--- src/rtl/muldiv_iter_pkg.sv ---
// Shared M-extension encodings, decoder constant and FSM state type for the
// iterative multiply/divide unit.
package muldiv_iter_pkg;

  localparam logic [6:0] MULDIV_FUNCT7 = 7'b0000001;

  localparam logic [2:0] MD_MUL    = 3'b000;
  localparam logic [2:0] MD_MULH   = 3'b001;
  localparam logic [2:0] MD_MULHSU = 3'b010;
  localparam logic [2:0] MD_MULHU  = 3'b011;
  localparam logic [2:0] MD_DIV    = 3'b100;
  localparam logic [2:0] MD_DIVU   = 3'b101;
  localparam logic [2:0] MD_REM    = 3'b110;
  localparam logic [2:0] MD_REMU   = 3'b111;

  typedef enum logic [1:0] {
    IDLE = 2'd0,
    CALC = 2'd1,
    FIX  = 2'd2,
    DONE = 2'd3
  } muldiv_state_t;

  function automatic logic a_signed(input logic [2:0] f3);
    return (f3 == MD_MULH) || (f3 == MD_MULHSU) || (f3 == MD_DIV) || (f3 == MD_REM);
  endfunction

  function automatic logic b_signed(input logic [2:0] f3);
    return (f3 == MD_MULH) || (f3 == MD_DIV) || (f3 == MD_REM);
  endfunction

endpackage

--- src/rtl/muldiv_iter_if.sv ---
// Start/done request bus between the execute stage and the mul/div unit.
interface muldiv_iter_if #(
  parameter int XLEN  = 32,
  parameter int TAG_W = 5
);
  logic              start;
  logic [2:0]        funct3;
  logic [XLEN-1:0]   rs1;
  logic [XLEN-1:0]   rs2;
  logic [TAG_W-1:0]  tag_in;
  logic              flush;
  logic              ready;
  logic              busy;
  logic              done;
  logic [XLEN-1:0]   result;
  logic [TAG_W-1:0]  tag_out;

  modport master (
    output start, funct3, rs1, rs2, tag_in, flush,
    input  ready, busy, done, result, tag_out
  );

  modport slave (
    input  start, funct3, rs1, rs2, tag_in, flush,
    output ready, busy, done, result, tag_out
  );
endinterface

--- src/rtl/muldiv_iter_step.sv ---
// One iteration of the shared datapath: shift-add for multiply,
// restoring shift-subtract for divide. Purely combinational.
module muldiv_step #(
  parameter int XLEN = 32
) (
  input  logic            is_div,
  input  logic [XLEN-1:0] hi,
  input  logic [XLEN-1:0] lo,
  input  logic [XLEN-1:0] opb,
  output logic [XLEN-1:0] hi_nxt,
  output logic [XLEN-1:0] lo_nxt,
  output logic            qbit
);
  logic [XLEN:0]   sum;
  logic [XLEN:0]   rem_sh;
  logic [XLEN-1:0] sub;

  always_comb begin
    sum    = {1'b0, hi} + (lo[0] ? {1'b0, opb} : '0);
    rem_sh = {hi, lo[XLEN-1]};
    // true difference is below 2^XLEN whenever it is kept, so modulo subtract suffices
    sub    = rem_sh[XLEN-1:0] - opb;
    qbit   = is_div & (rem_sh >= {1'b0, opb});
    lo_nxt = {sum[0], lo[XLEN-1:1]};
    if (is_div) hi_nxt = qbit ? sub : rem_sh[XLEN-1:0];
    else        hi_nxt = sum[XLEN:1];
  end
endmodule

--- src/rtl/muldiv_iter.sv ---
// Iterative RV32M/RV64M multiply/divide unit, one bit per clock, magnitude
// arithmetic with sign fix-up at accept and in the final cycle.
//
// state | meaning
// IDLE  | waiting for start
// CALC  | one shift-add / shift-subtract step per cycle
// FIX   | sign correction, half/quotient/remainder select, result register
// DONE  | one-cycle done pulse, can accept the next op
module muldiv_iter
  import muldiv_iter_pkg::*;
#(
  parameter int XLEN  = 32,
  parameter int TAG_W = 5
) (
  input logic          clk,
  input logic          rst_n,
  muldiv_iter_if.slave bus
);
  localparam int CW = $clog2(XLEN + 1);

  muldiv_state_t     state;
  logic [CW-1:0]     cnt;
  logic [2:0]        op;
  logic [TAG_W-1:0]  tag;
  logic              neg_res;
  logic              special;
  logic [XLEN-1:0]   hi, lo, opb;
  logic [XLEN-1:0]   result_q;
  logic [TAG_W-1:0]  tag_q;

  logic              sa, sb, div0, ovf, spec_in;
  logic [XLEN-1:0]   a_mag, b_mag, spec_val;
  logic [2*XLEN-1:0] prod, prod_fix;
  logic [XLEN-1:0]   q_fix, r_fix, fix_res;
  logic [XLEN-1:0]   hi_nxt, mul_lo;
  logic              qbit;

  muldiv_step #(.XLEN(XLEN)) u_step (
    .is_div (op[2]),
    .hi     (hi),
    .lo     (lo),
    .opb    (opb),
    .hi_nxt (hi_nxt),
    .lo_nxt (mul_lo),
    .qbit   (qbit)
  );

  always_comb begin
    sa       = a_signed(bus.funct3) & bus.rs1[XLEN-1];
    sb       = b_signed(bus.funct3) & bus.rs2[XLEN-1];
    a_mag    = sa ? (~bus.rs1 + 1'b1) : bus.rs1;
    b_mag    = sb ? (~bus.rs2 + 1'b1) : bus.rs2;
    div0     = (bus.rs2 == '0);
    ovf      = ((bus.funct3 == MD_DIV) || (bus.funct3 == MD_REM)) &&
               (bus.rs1 == {1'b1, {(XLEN-1){1'b0}}}) && (&bus.rs2);
    spec_in  = bus.funct3[2] & (div0 | ovf);
    // funct3[1] separates REM/REMU from DIV/DIVU
    if (bus.funct3[1]) spec_val = div0 ? bus.rs1 : '0;
    else               spec_val = div0 ? '1 : bus.rs1;

    prod     = {hi, lo};
    prod_fix = neg_res ? (~prod + 1'b1) : prod;
    q_fix    = neg_res ? (~lo + 1'b1) : lo;
    r_fix    = neg_res ? (~hi + 1'b1) : hi;
    case (op)
      MD_MUL:                       fix_res = prod_fix[XLEN-1:0];
      MD_MULH, MD_MULHSU, MD_MULHU: fix_res = prod_fix[2*XLEN-1:XLEN];
      MD_DIV, MD_DIVU:              fix_res = q_fix;
      default:                      fix_res = r_fix;
    endcase
    if (special) fix_res = lo;
  end

  always_ff @(posedge clk or negedge rst_n) begin
    if (!rst_n) begin
      state    <= IDLE;
      cnt      <= '0;
      op       <= '0;
      tag      <= '0;
      neg_res  <= 1'b0;
      special  <= 1'b0;
      hi       <= '0;
      lo       <= '0;
      opb      <= '0;
      result_q <= '0;
      tag_q    <= '0;
    end else if (bus.flush) begin
      state <= IDLE;
    end else begin
      case (state)
        IDLE, DONE: begin
          if (bus.start) begin
            op      <= bus.funct3;
            tag     <= bus.tag_in;
            neg_res <= (bus.funct3 == MD_REM) ? sa : (sa ^ sb);
            special <= spec_in;
            cnt     <= CW'(XLEN);
            hi      <= '0;
            lo      <= spec_in ? spec_val : a_mag;
            opb     <= b_mag;
            state   <= spec_in ? FIX : CALC;
          end else begin
            state <= IDLE;
          end
        end
        CALC: begin
          hi  <= hi_nxt;
          lo  <= op[2] ? {lo[XLEN-2:0], qbit} : mul_lo;
          cnt <= cnt - 1'b1;
          if (cnt == CW'(1)) state <= FIX;
        end
        FIX: begin
          result_q <= fix_res;
          tag_q    <= tag;
          state    <= DONE;
        end
        default: state <= IDLE;
      endcase
    end
  end

  assign bus.ready   = (state == IDLE) || (state == DONE);
  assign bus.busy    = (state == CALC) || (state == FIX);
  assign bus.done    = (state == DONE);
  assign bus.result  = result_q;
  assign bus.tag_out = tag_q;
endmodule
--- src/flat_wrapper.sv ---
// flat-port wrapper written by rule: the top's interface ports become plain ports
module muldiv_iter_flat import muldiv_iter_pkg::*;
#(
  parameter int XLEN  = 32,
  parameter int TAG_W = 5
)
  (clk, rst_n, bus_start, bus_funct3, bus_rs1, bus_rs2, bus_tag_in, bus_flush, bus_ready, bus_busy, bus_done, bus_result, bus_tag_out);
  muldiv_iter_if #(.XLEN(XLEN), .TAG_W(TAG_W)) bus_i ();
  input logic clk;
  input logic rst_n;
  input wire logic [$bits(bus_i.start)-1:0] bus_start;
  input wire logic [$bits(bus_i.funct3)-1:0] bus_funct3;
  input wire logic [$bits(bus_i.rs1)-1:0] bus_rs1;
  input wire logic [$bits(bus_i.rs2)-1:0] bus_rs2;
  input wire logic [$bits(bus_i.tag_in)-1:0] bus_tag_in;
  input wire logic [$bits(bus_i.flush)-1:0] bus_flush;
  output wire logic [$bits(bus_i.ready)-1:0] bus_ready;
  output wire logic [$bits(bus_i.busy)-1:0] bus_busy;
  output wire logic [$bits(bus_i.done)-1:0] bus_done;
  output wire logic [$bits(bus_i.result)-1:0] bus_result;
  output wire logic [$bits(bus_i.tag_out)-1:0] bus_tag_out;
  assign bus_i.start = bus_start;
  assign bus_i.funct3 = bus_funct3;
  assign bus_i.rs1 = bus_rs1;
  assign bus_i.rs2 = bus_rs2;
  assign bus_i.tag_in = bus_tag_in;
  assign bus_i.flush = bus_flush;
  assign bus_ready = bus_i.ready;
  assign bus_busy = bus_i.busy;
  assign bus_done = bus_i.done;
  assign bus_result = bus_i.result;
  assign bus_tag_out = bus_i.tag_out;
  muldiv_iter #(.XLEN(XLEN), .TAG_W(TAG_W)) u_core (.clk(clk), .rst_n(rst_n), .bus(bus_i));
endmodule
--- config.mk ---
export PLATFORM = sky130hd
export DESIGN_NAME = muldiv_iter_flat
export DESIGN_NICKNAME = d
export VERILOG_FILES = /design/src/rtl/muldiv_iter_pkg.sv /design/src/rtl/muldiv_iter_if.sv /design/src/rtl/muldiv_iter_step.sv /design/src/rtl/muldiv_iter.sv /design/src/flat_wrapper.sv
export SDC_FILE = /design/constraint.sdc
export NUM_CORES = 1
export LEC_CHECK = 0
export ABC_CLOCK_PERIOD_IN_PS = 6000
export BUFFER_PORTS_ARGS = -buffer_cell sky130_fd_sc_hd__clkbuf_2
export CAP_MARGIN = 20
export CORE_MARGIN = 2
export CORE_UTILIZATION = 45
export DETAILED_ROUTE_END_ITERATION = 8
export PLACE_DENSITY = 0.61
export REMOVE_ABC_BUFFERS = 1
export SETUP_SLACK_MARGIN = 0.3
export SLEW_MARGIN = 5
export SYNTH_ARGS = -nofsm -noshare
export SYNTH_HDL_FRONTEND = slang
export SYNTH_SLANG_ARGS = --single-unit
--- constraint.sdc ---
create_clock -name clk -period 6 [get_ports clk]
set_input_delay 0.6 -clock clk [delete_from_list [all_inputs] [get_ports clk]]
set_output_delay 0.6 -clock clk [all_outputs]
set_load 0.02 [all_outputs]
Word-level counts from Yosys, hierarchy flattened
Index checks and enable logic that the tools add are counted.
W data, S select, Z words.

storage, ports and cells
  bits in registers = 151
  bits in latches = 0
  memory bits (writable) = 0
  bits in read-only memories = 0
  input port bits = 76
  output and inout port bits = 40
  word-level logic and storage cells = 96
  memories kept = 0

cells by class
  add/subtract/negate cells = 8
  multiply operators = 0
  divide/modulo/power cells = 0
  $lt $le $gt $ge = 1
  equal/unequal tests = 16
  shifts and indexed selects = 0
  mux-type cells = 27
  bitwise gates (word level) = 12
  reduce and logical (&&, ||, !) cells = 21

operator list
  operator                 number
  $mux W32                 15
  $add A32 B1 Y32 const B  4
  $not A32 Y32             4
  $pmux W32 S2             2
  $pmux W32 S3             1
  $add A64 B1 Y64 const B  1
  $mux W64                 1
  $not A64 Y64             1
  $add A32 B33 Y33         1
  $ge A33 B32 Y1           1
  $eq A32 B32 Y1 const B   1
  $logic_not A32 Y1        1
  $reduce_and A32 Y1       1
  $sub A32 B32 Y32         1
  $eq A3 B3 Y1 const B     4
  $pmux W6 S2              1
  $eq A3 B2 Y1 const B     3
  $logic_or A1 B1 Y1       8
  $mux W2                  4
  $eq A3 B1 Y1 const B     2
  $eq A6 B1 Y1 const B     1
  $mux W6                  1
  $pmux W2 S3              1
  $reduce_and A3 Y1        2
  17 further kinds         23

Depth between registers and ports, before layout
  depth in word-level cells = 10
  mapped depth = 14
  depth with buffers taken out = 13

Hierarchy
Synthesis repeated with hierarchy kept, for this count alone.

unflattened totals
  cells, all modules = 2,160
  area, all modules = 16,270.6 um^2

modules (own cells, without submodules)
  module       times used  cells each  area each (um^2)  seq. area each (um^2)
  muldiv_iter  1           1,485       11,726.2          3,778.6
  muldiv_step  1           675         4,544.4           0.0

Worst setup path after synthesis
No wires, ideal clock.

  kind = register to register
  from = register u_core.lo[0]
  to = register u_core.result_q[22] (netlist: u_core.bus.result[22])
  setup time = 0.128 ns
  arrival time = 3.252 ns
  data required time = 5.872 ns
  path slack = 2.621 ns
  stages on the path, launching flop included = 14
  buffers on the path = 2
  clock period less this slack = 3.379 ns
  cells stage by stage = dfrtp_1 -> inv_1 -> clkbuf_1 -> ha_1 -> or3b_1 -> or4b_1 -> clkbuf_1 -> or3_1 -> or2_2 -> o21ai_1 -> xnor2_1 -> nor2_1 -> o21ai_0 -> nand3_1

between the ends
  word-level cells in the longest chain between the ends = 5
  elaborated cells on any way between the ends = 8
  classes of those cells = add/sub (2); mux (4); bitwise (2)

ends and longest elaborated chain
  item                                                       RTL line                              text
  from (decl)                                                muldiv_iter.sv:27                     logic [XLEN-1:0] hi, lo, opb;
  from (signal assigned)                                     muldiv_iter.sv:99                     lo <= spec_in ? spec_val : a_mag;
  from (signal assigned)                                     muldiv_iter.sv:108                    lo <= op[2] ? {lo[XLEN-2:0], qbit} : mul_lo;
  $not A64 Y64 / $not A32 Y32 (equally long branches)        muldiv_iter.sv:62, muldiv_iter.sv:63
  $add A64 B1 Y64 / $add A32 B1 Y32 (equally long branches)  muldiv_iter.sv:62, muldiv_iter.sv:63
  $mux W64 / $mux W32 (equally long branches)                muldiv_iter.sv:62, muldiv_iter.sv:63
  $pmux W32 S3 (*)                                           muldiv_iter.sv:65                     case (op)
  $mux W32 (*)                                               muldiv_iter.sv:71                     if (special) fix_res = lo;
  to (signal assigned)                                       muldiv_iter.sv:113                    result_q <= fix_res;
  to (decl)                                                  muldiv_iter.sv:28                     logic [XLEN-1:0] result_q;

Every way passes the cells marked *; elsewhere a longest branch is shown, timed or not.
A chain may end at the register's enable or synchronous reset.

Worst setup path after layout
  from = register u_core.hi[11]
  to = register u_core.hi[16]

between the ends
  word-level cells in the longest chain between the ends = 5
  elaborated cells on any way between the ends = 7
  classes of those cells = add/sub (2); order compare (1); mux (3); bitwise (1)

ends and longest elaborated chain
  item                    RTL line                text
  from (decl)             muldiv_iter.sv:27
  from (signal assigned)  muldiv_iter.sv:107      hi <= hi_nxt;
  $ge A33 B32 Y1          muldiv_iter_step.sv:23  qbit = is_div & (rem_sh >= {1'b0, opb});
  $and A1 B1 Y1           muldiv_iter_step.sv:23
  $mux W32                muldiv_iter_step.sv:25  if (is_div) hi_nxt = qbit ? sub : rem_sh[XLEN-1:0];
  $mux W32 (*)            muldiv_iter_step.sv:25
  $pmux W32 S2 (*)        muldiv_iter.sv:90       case (state)

Marked as above.

==> impl_metrics.tcl <==
set metrics [dict create \
    place_hpwl_um 40100 \
    grt_pass1_wl_um 81900 \
    async_flop_share_pct 100 \
    detail_route.first_pass.iterations 5 \
    clockPowerShare_pct 12.9 \
    ys_ff_latch 151 \
    gr-total-overflow 0 \
    ys_top_cells_by_area "dfrtp_1 (25%), o21ai_0 (6.6%), ha_1 (6.3%)" \
    cts_setup_buffers 0 \
    avgSynthCellArea_um2 7.64 \
    cts-root-buf "clkbuf_16" \
    antenna_left 0 \
    hold_ws_ns 0.182 \
    start_util_pct 45.7 \
    cts_resized 0 \
    clk_pin_slew_worst_paths_ns 0.07 \
    synthToLayoutAreaGrowth_pct 9.76 \
    status "finished, final reports clean" \
    die_area_um2 34600 \
    grt_pass1_vias 14000 \
    ys.flop_type "dfrtp_1" \
    initialDrtViolationCount 1847 \
    criticalPathCategory "reg -> reg" \
    nNetsFinal 2132 \
    fill_cells 3244 \
    fin_cells 2433 \
    cts.path.max_buffers 2 \
    drive_gt1_share_pct 11.2 \
    cts_buffers 17 \
    grt_max_degree 92 \
    powerDensity_nw_per_um2 569 \
    fin_ws_ns 1.51 \
    clock_latency_ns 0.45 \
    ctsHoldBuffers 0 \
    worstPathRequired_ns 6.32 \
    leakage_uw 0.00735 \
    cts_sinks 151 \
    io_pins 116 \
    cp_max_fo 21 \
    switchingPower_uw 4900 \
    rows 66 \
    grt_use_met1_pct 45.9 \
    p_seq_share_pct 22.6 \
    port_buffers 115 \
    switching_share_pct 52.6 \
    mostFrequentLayoutCells "nand2_1 (207), o21ai_0 (195), nor2_1 (175), dfrtp_1 (149), a21oi_1 (146)" \
    rsz0062_at_grt "no" \
    antenna-diode-count 0 \
    busiest_layer "met1" \
    p_comb_share_pct 64.5 \
    use_met2_pct 43.5 \
    wl_per_cell_um 21.9 \
    synth_top_area_share_pct 25.3 \
    hold_viol 0 \
    slew_viol_final 0 \
    tns_ns 0 \
    totalWireLength_um 53300 \
    drcViolationCount 0 \
    synth_edf_count 0 \
    cts_tree "done" \
    die_y_um 186 \
    place_congestion 0.971 \
    placed_cells 2401 \
    arrival_ns 4.81 \
    synth.distinct_cells 87 \
    finalCoreUtilization_pct 50.2 \
    crit_path_end_kind "register" \
    hold_path.class "in -> async" \
    relSlewSlack_pct 27.8 \
    core-area_um2 32600 \
    die_w_um 186 \
    track_usage_pct 30.9 \
    register_area_um2 3780 \
    start_kind "register" \
    maxCapViolCount 0 \
    intPower_uw 4410 \
    post_synth_instance_area_um2 14900 \
    synth_warnings 0 \
    timing.final.crit_share_pct 74.8 \
    mostFrequentLayoutCell "nand2_1" \
    report.final.setup_viol 0 \
    fin_skew_ns 0.0167 \
    multi_input_area_um2 10400 \
    antenna_found_initial 0 \
    period_minus_slack_ns 4.49 \
    vias 15500 \
    netlist_instances 1952 \
    tightest_slew_ns 1.08 \
    synth_top_area_cell "dfrtp_1" \
    timing.fmax_mhz 223 \
    h-tree-depth 4 \
    irDropWorstVdd_mv 0.370 \
    viasPerCell 6.39 \
    seq_area_frac_synth_pct 25.3 \
    pre_cts_slack_ns 1.39 \
    grtUsageMet3_pct 7.57 \
]
final cells by class:
| type | count | share of cell area, % |
|---|---|---|
| clock buffers | 22 | 2.96 |
| multi-input cells | 1598 | 63.3 |
| repair buffers | 139 | 4.65 |
| inverters | 72 | 1.65 |
| clock inverters | 9 | 0.994 |
| flip-flops and latches | 151 | 23.1 |
| well taps | 442 | 3.38 |
synth_stat cells (all sizes together) (16+ instances only):
cell type,instances
a211oi,18
a21o,31
a21oi,146
a22oi,20
a31oi,21
buf,31
clkbuf,100
dfrtp,151
ha,75
inv,72
mux2i,50
nand2,208
nand2b,19
nand3,36
nand4,19
nor2,177
nor3,53
nor4,26
o211ai,17
o21a,17
o21ai,209
o221ai,16
o31ai,35
or3,21
or4,21
xnor2,74
xor2,70
worst max-delay path: stages (launching register included):
cell and delay, ns:
dfrtp_1 0.68, ha_1 0.41, nand2_1 0.12, nor2_1 0.05
a211oi_1 0.43, a311oi_2 0.24, o2111ai_1 0.59, and2_1 0.78
buf_4 0.42, mux2_2 0.38, a22oi_1 0.15, o21ai_0 0.10
per-layer routing:
| metal | vias to the layer above | share of wire (%) | wire length (um) |
|---|---|---|---|
| met5 | - | 0 | 0 |
| li1 | 7253 | - | - |
| met3 | 88 | 9.8 | 5200 |
| met1 | 7389 | 46 | 24600 |
| met2 | 818 | 41 | 22000 |
| met4 | 0 | 2.8 | 1490 |
stage by stage:
stage / instance area (um2) / total power, uW
floorplan: 14400 / 6110
global placement: 15700 / 7900
detailed placement: 15700 / 7940
CTS: 16400 / 9180
global route: 16400 / 9990
finish: 16400 / 9310
cell families after synthesis:
| group | Yosys count | synth area share [%] |
|---|---|---|
| xor gates and xnor gates | 144 | 8.46 |
| muxes | 64 | 4.41 |
| adders and majority gates | 77 | 6.56 |
| DFF | 151 | 25.3 |
| and+or+nand+nor | 649 | 21.2 |
| buffers and inverters | 203 | 5.38 |
| AOI/OAI and AO/OA | 664 | 28.7 |
power by group through the flow:
stage / combinational [uW] / clock [uW] / sequential, uW
2_1_floorplan: 4050 / 0 / 2060
3_5_place_dp: 5850 / 0 / 2090
3_3_place_gp: 5830 / 0 / 2080
4_1_cts: 5870 / 1220 / 2080
6_report: 6000 / 1200 / 2100
5_1_grt: 6570 / 1270 / 2150
path summary, 6_finish.rpt:
path | cells past startpoint | slack (ns) | from | end
max reg2reg | 11 | 1.51 | u_core.hi[11] | u_core.hi[16]
max | 11 | 1.51 | u_core.hi[11] | u_core.hi[16]
min in group clk | 2 | 0.38 | bus_tag_in[0] | u_core.tag[0]
min | 1 | 0.18 | rst_n | u_core.hi[31]
max in group asynchronous | 2 | 4.45 | rst_n | u_core.lo[7]
min reg2reg | 2 | 0.46 | u_core.tag[0] | u_core.bus.tag_out[0]
registers in the layout (all words and copies together) (netlist names):
| name | cells |
|---|---|
| u_core.bus.result | 32 |
| u_core.bus.tag_out | 5 |
| u_core.cnt | 6 |
| u_core.hi | 32 |
| u_core.lo | 32 |
| u_core.neg_res | 1 |
| u_core.op | 3 |
| u_core.opb | 32 |
| u_core.special | 1 |
| u_core.state | 2 |
| u_core.tag | 5 |
No activity file was read; power rests on OpenSTA's default activity.
